[src/rtl/uart_pkg.sv]
// Shared types and helpers for the parametrised UART: FSM encoding, parity modes, baud divider math.
package uart_pkg;

  typedef enum logic [2:0] {
    S_IDLE,
    S_START,
    S_DATA,
    S_PARITY,
    S_STOP
  } state_t;

  localparam int PAR_NONE = 0;
  localparam int PAR_ODD  = 1;
  localparam int PAR_EVEN = 2;

  function automatic int calc_div(input int clk_hz, input int baud, input int oversample);
    return clk_hz / (baud * oversample);
  endfunction

endpackage

[src/rtl/uart_baud_tick.sv]
// Oversampling tick generator: free-running divider, one-clk tick every DIV clocks.
// No backpressure; tick is combinational from the counter and never stalls.
module uart_baud_tick
  import uart_pkg::*;
#(
  parameter int CLK_HZ     = 50000000,
  parameter int BAUD       = 9600,
  parameter int OVERSAMPLE = 16
) (
  input  logic clk,
  input  logic rst,
  output logic tick
);

  localparam int DIV = calc_div(CLK_HZ, BAUD, OVERSAMPLE);
  localparam int CW  = (DIV > 1) ? $clog2(DIV) : 1;

  generate
    if (DIV < 2) begin : g_div_check
      $error("uart_baud_tick: CLK_HZ/(BAUD*OVERSAMPLE) must be at least 2");
    end
  endgenerate

  logic [CW-1:0] cnt;

  always_ff @(posedge clk) begin
    if (rst) begin
      cnt <= '0;
    end else if (cnt == CW'(DIV - 1)) begin
      cnt <= '0;
    end else begin
      cnt <= cnt + CW'(1);
    end
  end

  assign tick = (cnt == CW'(DIV - 1));

endmodule

[src/rtl/uart_rx_param.sv]
// Parametrised UART receiver: 2-FF sync, 3-sample majority per bit, result one clk after last-stop decision.
// Single holding register with valid/ready; a frame completing while it is full is dropped with overrun_err.
module uart_rx_param
  import uart_pkg::*;
#(
  parameter int CLK_HZ     = 50000000,
  parameter int BAUD       = 9600,
  parameter int OVERSAMPLE = 16,
  parameter int DATA_BITS  = 8,
  parameter int PARITY     = 0,
  parameter int STOP_BITS  = 1
) (
  input  logic                 clk,
  input  logic                 rst,
  input  logic                 rx,
  output logic [DATA_BITS-1:0] dout,
  output logic                 dout_valid,
  input  logic                 dout_ready,
  output logic                 frame_err,
  output logic                 parity_err,
  output logic                 overrun_err,
  output logic                 busy
);

  generate
    if (OVERSAMPLE < 8 || (OVERSAMPLE % 2) != 0) begin : g_os_check
      $error("uart_rx_param: OVERSAMPLE must be even and >= 8");
    end
    if (DATA_BITS < 5 || DATA_BITS > 9) begin : g_db_check
      $error("uart_rx_param: DATA_BITS must be 5..9");
    end
    if (PARITY < 0 || PARITY > 2) begin : g_par_check
      $error("uart_rx_param: PARITY must be 0, 1 or 2");
    end
    if (STOP_BITS != 1 && STOP_BITS != 2) begin : g_stop_check
      $error("uart_rx_param: STOP_BITS must be 1 or 2");
    end
  endgenerate

  localparam int SW = $clog2(OVERSAMPLE);
  localparam int NW = $clog2(DATA_BITS);
  localparam logic [SW-1:0] S_SMP_A = SW'(OVERSAMPLE / 2 - 1);
  localparam logic [SW-1:0] S_SMP_B = SW'(OVERSAMPLE / 2);
  localparam logic [SW-1:0] S_DEC   = SW'(OVERSAMPLE / 2 + 1);
  localparam logic [SW-1:0] S_LAST  = SW'(OVERSAMPLE - 1);
  localparam logic [NW-1:0] N_LAST  = NW'(DATA_BITS - 1);
  localparam logic          STOP_LAST = 1'(STOP_BITS == 2);

  logic rx_meta, rx_s;
  logic tick;

  state_t               state;
  logic [SW-1:0]        s;
  logic [NW-1:0]        n;
  logic [DATA_BITS-1:0] shreg;
  logic                 smp_a, smp_b;
  logic                 stop_n;
  logic                 fe_acc, pe_acc;
  logic                 done;
  logic                 armed;
  logic                 bit_v;
  logic                 decide;

  always_ff @(posedge clk) begin
    if (rst) begin
      rx_meta <= 1'b1;
      rx_s    <= 1'b1;
    end else begin
      rx_meta <= rx;
      rx_s    <= rx_meta;
    end
  end

  uart_baud_tick #(
    .CLK_HZ    (CLK_HZ),
    .BAUD      (BAUD),
    .OVERSAMPLE(OVERSAMPLE)
  ) u_baud_tick (
    .clk (clk),
    .rst (rst),
    .tick(tick)
  );

  // Third sample is the live rx_s on the decision tick itself.
  assign bit_v  = (smp_a & smp_b) | (smp_a & rx_s) | (smp_b & rx_s);
  assign decide = tick && (s == S_DEC);

  always_ff @(posedge clk) begin
    if (rst) begin
      state  <= S_IDLE;
      s      <= '0;
      n      <= '0;
      shreg  <= '0;
      smp_a  <= 1'b1;
      smp_b  <= 1'b1;
      stop_n <= 1'b0;
      fe_acc <= 1'b0;
      pe_acc <= 1'b0;
      done   <= 1'b0;
      armed  <= 1'b0;
    end else begin
      done <= 1'b0;
      if (tick && state != S_IDLE) begin
        s <= (s == S_LAST) ? '0 : s + SW'(1);
        if (s == S_SMP_A) smp_a <= rx_s;
        if (s == S_SMP_B) smp_b <= rx_s;
      end
      case (state)
        S_IDLE: begin
          // Line must be seen high before a new start is honoured (break recovery).
          if (rx_s) armed <= 1'b1;
          if (tick && !rx_s && armed) begin
            s      <= '0;
            fe_acc <= 1'b0;
            pe_acc <= 1'b0;
            state  <= S_START;
          end
        end
        S_START: begin
          if (decide && bit_v) begin
            state <= S_IDLE;
          end else if (tick && s == S_LAST) begin
            n     <= '0;
            state <= S_DATA;
          end
        end
        S_DATA: begin
          if (decide) shreg <= {bit_v, shreg[DATA_BITS-1:1]};
          if (tick && s == S_LAST) begin
            if (n == N_LAST) begin
              stop_n <= 1'b0;
              state  <= (PARITY != PAR_NONE) ? S_PARITY : S_STOP;
            end else begin
              n <= n + NW'(1);
            end
          end
        end
        S_PARITY: begin
          if (decide) begin
            pe_acc <= (PARITY == PAR_ODD) ? ~(^shreg ^ bit_v) : (^shreg ^ bit_v);
          end
          if (tick && s == S_LAST) begin
            stop_n <= 1'b0;
            state  <= S_STOP;
          end
        end
        S_STOP: begin
          if (decide) begin
            if (!bit_v) fe_acc <= 1'b1;
            // Leave at mid-bit of the last stop so the next start edge is caught early.
            if (stop_n == STOP_LAST) begin
              done  <= 1'b1;
              armed <= 1'b0;
              state <= S_IDLE;
            end
          end else if (tick && s == S_LAST) begin
            stop_n <= 1'b1;
          end
        end
        default: state <= S_IDLE;
      endcase
    end
  end

  always_ff @(posedge clk) begin
    if (rst) begin
      dout        <= '0;
      dout_valid  <= 1'b0;
      frame_err   <= 1'b0;
      parity_err  <= 1'b0;
      overrun_err <= 1'b0;
    end else begin
      overrun_err <= 1'b0;
      if (done) begin
        if (!dout_valid || dout_ready) begin
          dout       <= shreg;
          frame_err  <= fe_acc;
          parity_err <= pe_acc;
          dout_valid <= 1'b1;
        end else begin
          overrun_err <= 1'b1;
        end
      end else if (dout_valid && dout_ready) begin
        dout_valid <= 1'b0;
      end
    end
  end

  assign busy = (state != S_IDLE);

endmodule

[config.mk]
export PLATFORM = sky130hd
export DESIGN_NAME = uart_rx_param
export DESIGN_NICKNAME = d
export VERILOG_FILES = /design/src/rtl/uart_pkg.sv /design/src/rtl/uart_baud_tick.sv /design/src/rtl/uart_rx_param.sv
export SDC_FILE = /design/constraint.sdc
export NUM_CORES = 1
export LEC_CHECK = 0
export ABC_AREA = 1
export CORE_MARGIN = 3
export CORE_UTILIZATION = 58
export CTS_CLUSTER_DIAMETER = 100
export DETAILED_ROUTE_END_ITERATION = 10
export PLACE_DENSITY = 0.75
export SLEW_MARGIN = 20
export SYNTH_ARGS = -nofsm -noshare
export SYNTH_HDL_FRONTEND = slang
export SYNTH_SLANG_ARGS = --single-unit
export TNS_END_PERCENT = 100
[constraint.sdc]
create_clock -name clk -period 1.7 [get_ports clk]
set_input_delay 0.255 -clock clk [delete_from_list [all_inputs] [get_ports clk]]
set_output_delay 0.255 -clock clk [all_outputs]
set_load 0.01 [all_outputs]
==> reports/metrics.yaml, run 1 <==
worst_setup_path:
  worst_r2r_path_depth: 8
  worstReg2RegStart: "s[1]"
  crit_type: "flop to flop"
  crit_path_max_fanout: 7
  startpoint: "s[1]"
  critPathCaptureType: "flop"
  cp_num_cells: 8
  critPathRequiredTime_ps: 1910
  reg2reg_to: "n[0]"
  cp.arrival_ps: 1820
  crit_end: "n[0]"
  cp_cell_sequence: "ha_1 -> inv_1 -> nor2_2 -> nand3_4 -> a21oi_1 -> o211ai_1 -> nand2_1 -> nor2_1"
  rrSetupSlack_ps: 90
  cp_top_family: "simple AND/OR/NAND/NOR gates"
  cpMaxStageDelayCell: "dfxtp_1"
  start_kind: "flop"
  cp.buffers_inverters: 1
  slowest_delay_ps: 380
synth:
  synth_area_per_cell_um2: 7.45
  synth_cell_types: 31
  synthCells: 314
  ys_seq_elements: 48
  syn_area_um2: 2340
  synth_nets: 325
  yosysSeqAreaShare: 0.411
  ys_warn_count: 0
routing:
  wl_per_cell_um: 11.7
  drt_first_pass_iters: 4
  remaining_drc_errors: 0
  drtAntennaViolNets: 0
  drt_iter0_markers: 98
  wl_um: 4570
  via_per_inst: 5.18
  vias: 2021
global_routing:
  grt_use_met3: 0.0464
  grt_use_met2: 0.310
  grt_max_degree: 19
  grt_pass1_vias: 1790
  grt_use_met1: 0.262
  grt_pass1_wl_um: 7890
  gr-max-usage-layer: "met2"
  overflow: 0
  track_usage: 0.198
  grt_antenna_before_repair: 0
placed_design:
  dp_slack_ps: 21.0
  place_hpwl_um: 3270
  io_buffers: 16
  place_congestion: 0.914
cells_and_area:
  fillers: 313
  layout-drive-gt1-share: 0.161
  antenna_cells: 0
  syn_to_final_growth_pct: 17.0
  nNetsFinal: 352
  utilization: 0.726
run:
  drv_cap: 0
sta:
  timing.final.ws_setup_ps: 89.3
  fmaxAchievable_mhz: 621
  final-hold-violation-count: 0
  setup_viol: 0
  min_period_over_period: 0.947
  finalClockSkew_ps: 10.4
  report.final.slew_viol_count: 0
  tightest_slew_ps: 506
  finalCriticalPeriod_ps: 1610
  slew_headroom: 0.660
cts:
  cts_made_buffers: 5
  clk_pin_slew_ps: 90
  cts_root_buf: "clkbuf_8"
  cts_tree: "yes"
  cts.htree.levels: 2
  clockBufferDepth: 2
  cts_setup_buffers: 0
  clk_latency_ps: 310
  cts.sinks: 48
floorplanning:
  coreArea_um2: 3770
  dieArea_um2: 4830
  std_cell_rows: 22
  fp.dieH_um: 69.5
  initial_core_util: 0.620
  io_pins: 17
  fp.dieW_um: 69.5
min_path:
  worst_hold_path_type: "flop to flop"
power:
  p_leak_uw: 0.00122
  p_per_area_nw_per_um2: 1080
  max-vdd-ir-drop_mv: 0.733
status:
  status: "finished clean"
-- repair_timing --
action / 4_1_cts / 5_1_grt
resized for setup: 2 / 6
pin swaps: 0 / 2
setup endpoints to repair: 4 / 18
hold endpoints to repair: 0 / 0
hold buffers: 0 / 0
-- registers in the layout (all words and copies together) (netlist names), 3 cells and up --
name	cells
n	3
u_baud_tick.cnt	9
dout	8
state	3
shreg	8
s	4
-- metal layers --
| layer | vias to the layer above | routed length [µm] |
|---|---|---|
| li1 | 1058 | - |
| met1 | 890 | 2270 |
| met2 | 62 | 2000 |
| met3 | 11 | 198 |
| met4 | 0 | 102 |
| met5 | - | 0 |
-- cells in the mapped netlist (all sizes together) --
| cell | number | share of area |
|---|---|---|
| o211ai | 2 | 0.0064 |
| dfxtp | 48 | 0.41 |
| a21oi | 19 | 0.041 |
| clkinv | 2 | 0.0032 |
| nand2 | 55 | 0.10 |
| nor3b | 2 | 0.0064 |
| nor2 | 68 | 0.14 |
| nor4 | 3 | 0.011 |
| or2 | 3 | 0.0080 |
| nand4 | 4 | 0.011 |
| nand3 | 22 | 0.060 |
| and3 | 1 | 0.0027 |
| a211oi | 1 | 0.0032 |
| ha | 7 | 0.037 |
| o21ai | 23 | 0.049 |
| xor2 | 4 | 0.015 |
| clkbuf | 4 | 0.0080 |
| inv | 35 | 0.056 |
| nor3 | 6 | 0.013 |
| xnor2 | 5 | 0.019 |
-- per-stage QoR --
stage | area [µm²] | hold WS, ps | instances | TNS [ps] | total power (µW)
2_1_floorplan | 2340 | 359 | 314 | 0 | 1910
3_3_place_gp | 2600 | 399 | 382 | 0 | 2100
3_5_place_dp | 2600 | 422 | 382 | 0 | 2120
4_1_cts | 2730 | 445 | 390 | 0 | 2980
5_1_grt | 2740 | 462 | 390 | -25.6 | 3140
6_report | 2740 | 432 | 390 | 0 | 2970
-- final cells by class --
| type | count | area [µm²] | area share |
|---|---|---|---|
| flip-flops and latches | 48 | 963 | 0.352 |
| repair buffers | 24 | 219 | 0.0800 |
| clock buffers | 6 | 82.6 | 0.0302 |
| clock inverters | 2 | 38.8 | 0.0142 |
| multi-input cells | 225 | 1230 | 0.451 |
| well taps | 48 | 60.1 | 0.0219 |
| inverters | 37 | 139 | 0.0507 |
-- where the power goes --
group,switching [µW],total [µW],internal (µW)
Sequential,42.0,1230,1190
Combinational,548,866,318
Clock,391,872,481
-- worst min-delay path by stage --
| stage | start | endpoint | slack (ps) | cells past startpoint |
|---|---|---|---|---|
| finish | rx_meta | rx_s | 430 | 1 |
| global route | rx_meta | rx_s | 460 | 1 |
| CTS | rx_meta | rx_s | 440 | 1 |
| detailed placement | rx_meta | rx_s | 420 | 1 |
| global placement | rx_meta | rx_s | 400 | 1 |
| floorplan | rx | rx_meta | 360 | 1 |
-- layout by cell type, fill, tap and decap left out, drive strengths merged, types with 4 or more instances in the layout --
cell	count
a21oi	19
buf	8
clkbuf	6
clkdlybuf4s50	15
dfxtp	48
ha	7
inv	35
nand2	55
nand3	22
nand4	4
nor2	68
nor3	6
o21ai	23
xnor2	5
xor2	4
-- cells by family (layout without fill, tap and decap cells) --
kind of cell	count (synthesis)	in the layout	synth area share
AOI/OAI and AO/OA	45	45	0.0995
and+or+nand+nor	164	164	0.351
buffers and inverters	41	69	0.0674
xor gates and xnor gates	9	9	0.0337
DFF	48	48	0.411
adders and majority gates	7	7	0.0374
Power figures use the tool's default switching activity.
==> run 2, diff against run 1 <==
- CORE_UTILIZATION: 58 -> 60
- DONT_BUFFER_PORTS: not set -> 1
- PLACE_DENSITY: 0.75 -> 0.72
==> run 2 against run 1 <==
Clock power fell by 2.3%. Fmax rose by 2.9%. Combinational power fell by 2.5%. Clock-buffer cell count did not move. Worst setup slack improved by 46 ps. Critical path type unchanged. Critical endpoint is now state[0]. Largest power group unchanged. Highest routed layer unchanged.
==> reports/metrics.yaml, run 2 (synthesized netlist as in run 1, its figures left out) <==
worst_setup_path:
  slowest_delay_ps: 400
  cp_cell_sequence: "ha_1 -> inv_1 -> nor2_2 -> nand3_4 -> nand2_2 -> nand3_2 -> nor2_4 -> nand2_2 -> nand2_1 -> nand2_1 -> nor2_1"
  cp_top_family: "simple AND/OR/NAND/NOR gates"
  crit_path_max_fanout: 7
  cpMaxStageDelayCell: "dfxtp_1"
  cp.buffers_inverters: 1
  start_kind: "flop"
  cp.arrival_ps: 1810
  critPathRequiredTime_ps: 1940
  critPathCaptureType: "flop"
  crit_type: "flop to flop"
  rrSetupSlack_ps: 140
placed_design:
  placed_area_um2: 2430
  io_buffers: 0
  place_hpwl_um: 3310
  dp_slack_ps: 96.1
  place_congestion: 0.842
floorplanning:
  coreArea_um2: 3720
  initial_core_util: 0.630
  dieArea_um2: 4680
  io_pins: 17
  std_cell_rows: 22
  fp.dieH_um: 68.4
  fp.dieW_um: 68.4
sta:
  fmaxAchievable_mhz: 639
  min_period_over_period: 0.921
  timing.final.ws_setup_ps: 135
  report.final.slew_viol_count: 0
  finalCriticalPeriod_ps: 1560
  rsz0062_at_grt: "false"
  tightest_slew_ps: 500
  setup_viol: 0
  finalClockSkew_ps: 11.3
  tns_ps: 0
  slew_headroom: 0.664
  final-hold-violation-count: 0
cts:
  cts_setup_buffers: 0
  clk_pin_slew_ps: 90
  cts_tree: "yes"
  cts_root_buf: "clkbuf_8"
  clk_latency_ps: 300
  cts.htree.levels: 2
  clockBufferDepth: 2
  cts_made_buffers: 5
  cts.sinks: 48
cells_and_area:
  antenna_cells: 0
  final_cell_mix: "nor2_1, dfxtp_1, nand2_1, inv_1"
  nNetsFinal: 336
  layout-drive-gt1-share: 0.156
  largest_registers: "u_baud_tick.cnt: 9 flops, dout: 8 flops, shreg: 8 flops"
  top_register: "u_baud_tick.cnt"
  utilization: 0.694
  largest_reg_flops: 9
  stdcell_area_um2: 2580
  syn_to_final_growth_pct: 10.3
  final_common_cell: "nor2_1"
  fillers: 319
power:
  p_per_area_nw_per_um2: 1130
  p_leak_uw: 0.00116
  power.total_uw: 2920
  max-vdd-ir-drop_mv: 0.811
routing:
  vias: 1935
  remaining_drc_errors: 0
  drtAntennaViolNets: 0
  drt_first_pass_iters: 4
  wl_um: 4510
  drt_iter0_markers: 141
  via_per_inst: 5.17
  wl_per_cell_um: 12.1
global_routing:
  grt_max_degree: 22
  grt_pass1_vias: 1693
  track_usage: 0.209
  overflow: 0
  grt_pass1_wl_um: 7390
  grt_antenna_before_repair: 0
min_path:
  worst_hold_path_type: "input pin to flop"
status:
  status: "finished clean"
run:
  drv_cap: 0
[run 2: final timing paths]
kind / from / to / cells after the start
hold reg to reg: rx_meta / rx_s / 1
setup / recovery: s[0] / state[0] / 11
hold / removal: rst / armed / 1
setup reg to reg: s[0] / state[0] / 11
[run 2: worst reg2reg max path, cell delays in order, from the launching register on]
cell,delay [ps]
dfxtp_1,400
ha_1,190
inv_1,60
nor2_2,180
nand3_4,140
nand2_2,90
nand3_2,80
nor2_4,130
nand2_2,70
nand2_1,60
nand2_1,50
nor2_1,70
[run 2: metrics by stage]
stage	hold slack, ps	cells
6_report	13.2	374
2_1_floorplan	359	314
3_5_place_dp	328	365
4_1_cts	3.47	373
5_1_grt	0.862	374
3_3_place_gp	327	365
[run 2: layout make-up]
| class | count | area, µm² | share of cell area |
|---|---|---|---|
| Clock buffer | 6 | 82.6 | 0.0320 |
| Clock inverter | 2 | 38.8 | 0.0150 |
| Inverter | 37 | 139 | 0.0538 |
| Multi-Input combinational cell | 225 | 1240 | 0.479 |
| Sequential cell | 48 | 961 | 0.372 |
| Tap cell | 48 | 60.1 | 0.0233 |
| Timing Repair Buffer | 8 | 62.6 | 0.0242 |
[run 2: report_power, final]
part	internal, µW	switching [µW]
sequential	1190	41.0
combinational	297	546
clock	481	371
[run 2: timing repair]
| item | in CTS | in global routing |
|---|---|---|
| hold buffers | 0 | 1 |
| resized for setup | 0 | 6 |
| setup endpoints to repair | 0 | 10 |
| endpoints found under the hold margin | 0 | 1 |
[run 2: per-layer routing]
| metal | global-route usage | wire length [µm] | share of wire | vias to the layer above |
|---|---|---|---|---|
| met5 | 0 | 0 | 0 | - |
| met4 | 0.0893 | 49 | 0.011 | 0 |
| met3 | 0.0443 | 197 | 0.044 | 5 |
| met2 | 0.329 | 2040 | 0.45 | 41 |
| met1 | 0.274 | 2230 | 0.49 | 852 |
| li1 | - | - | - | 1037 |
==> run 3, diff against run 2 <==
- ABC_CLOCK_PERIOD_IN_PS: not set -> 1700
==> results of run 3 <==
Final layout, timing and power as in run 2 (identical DEF).
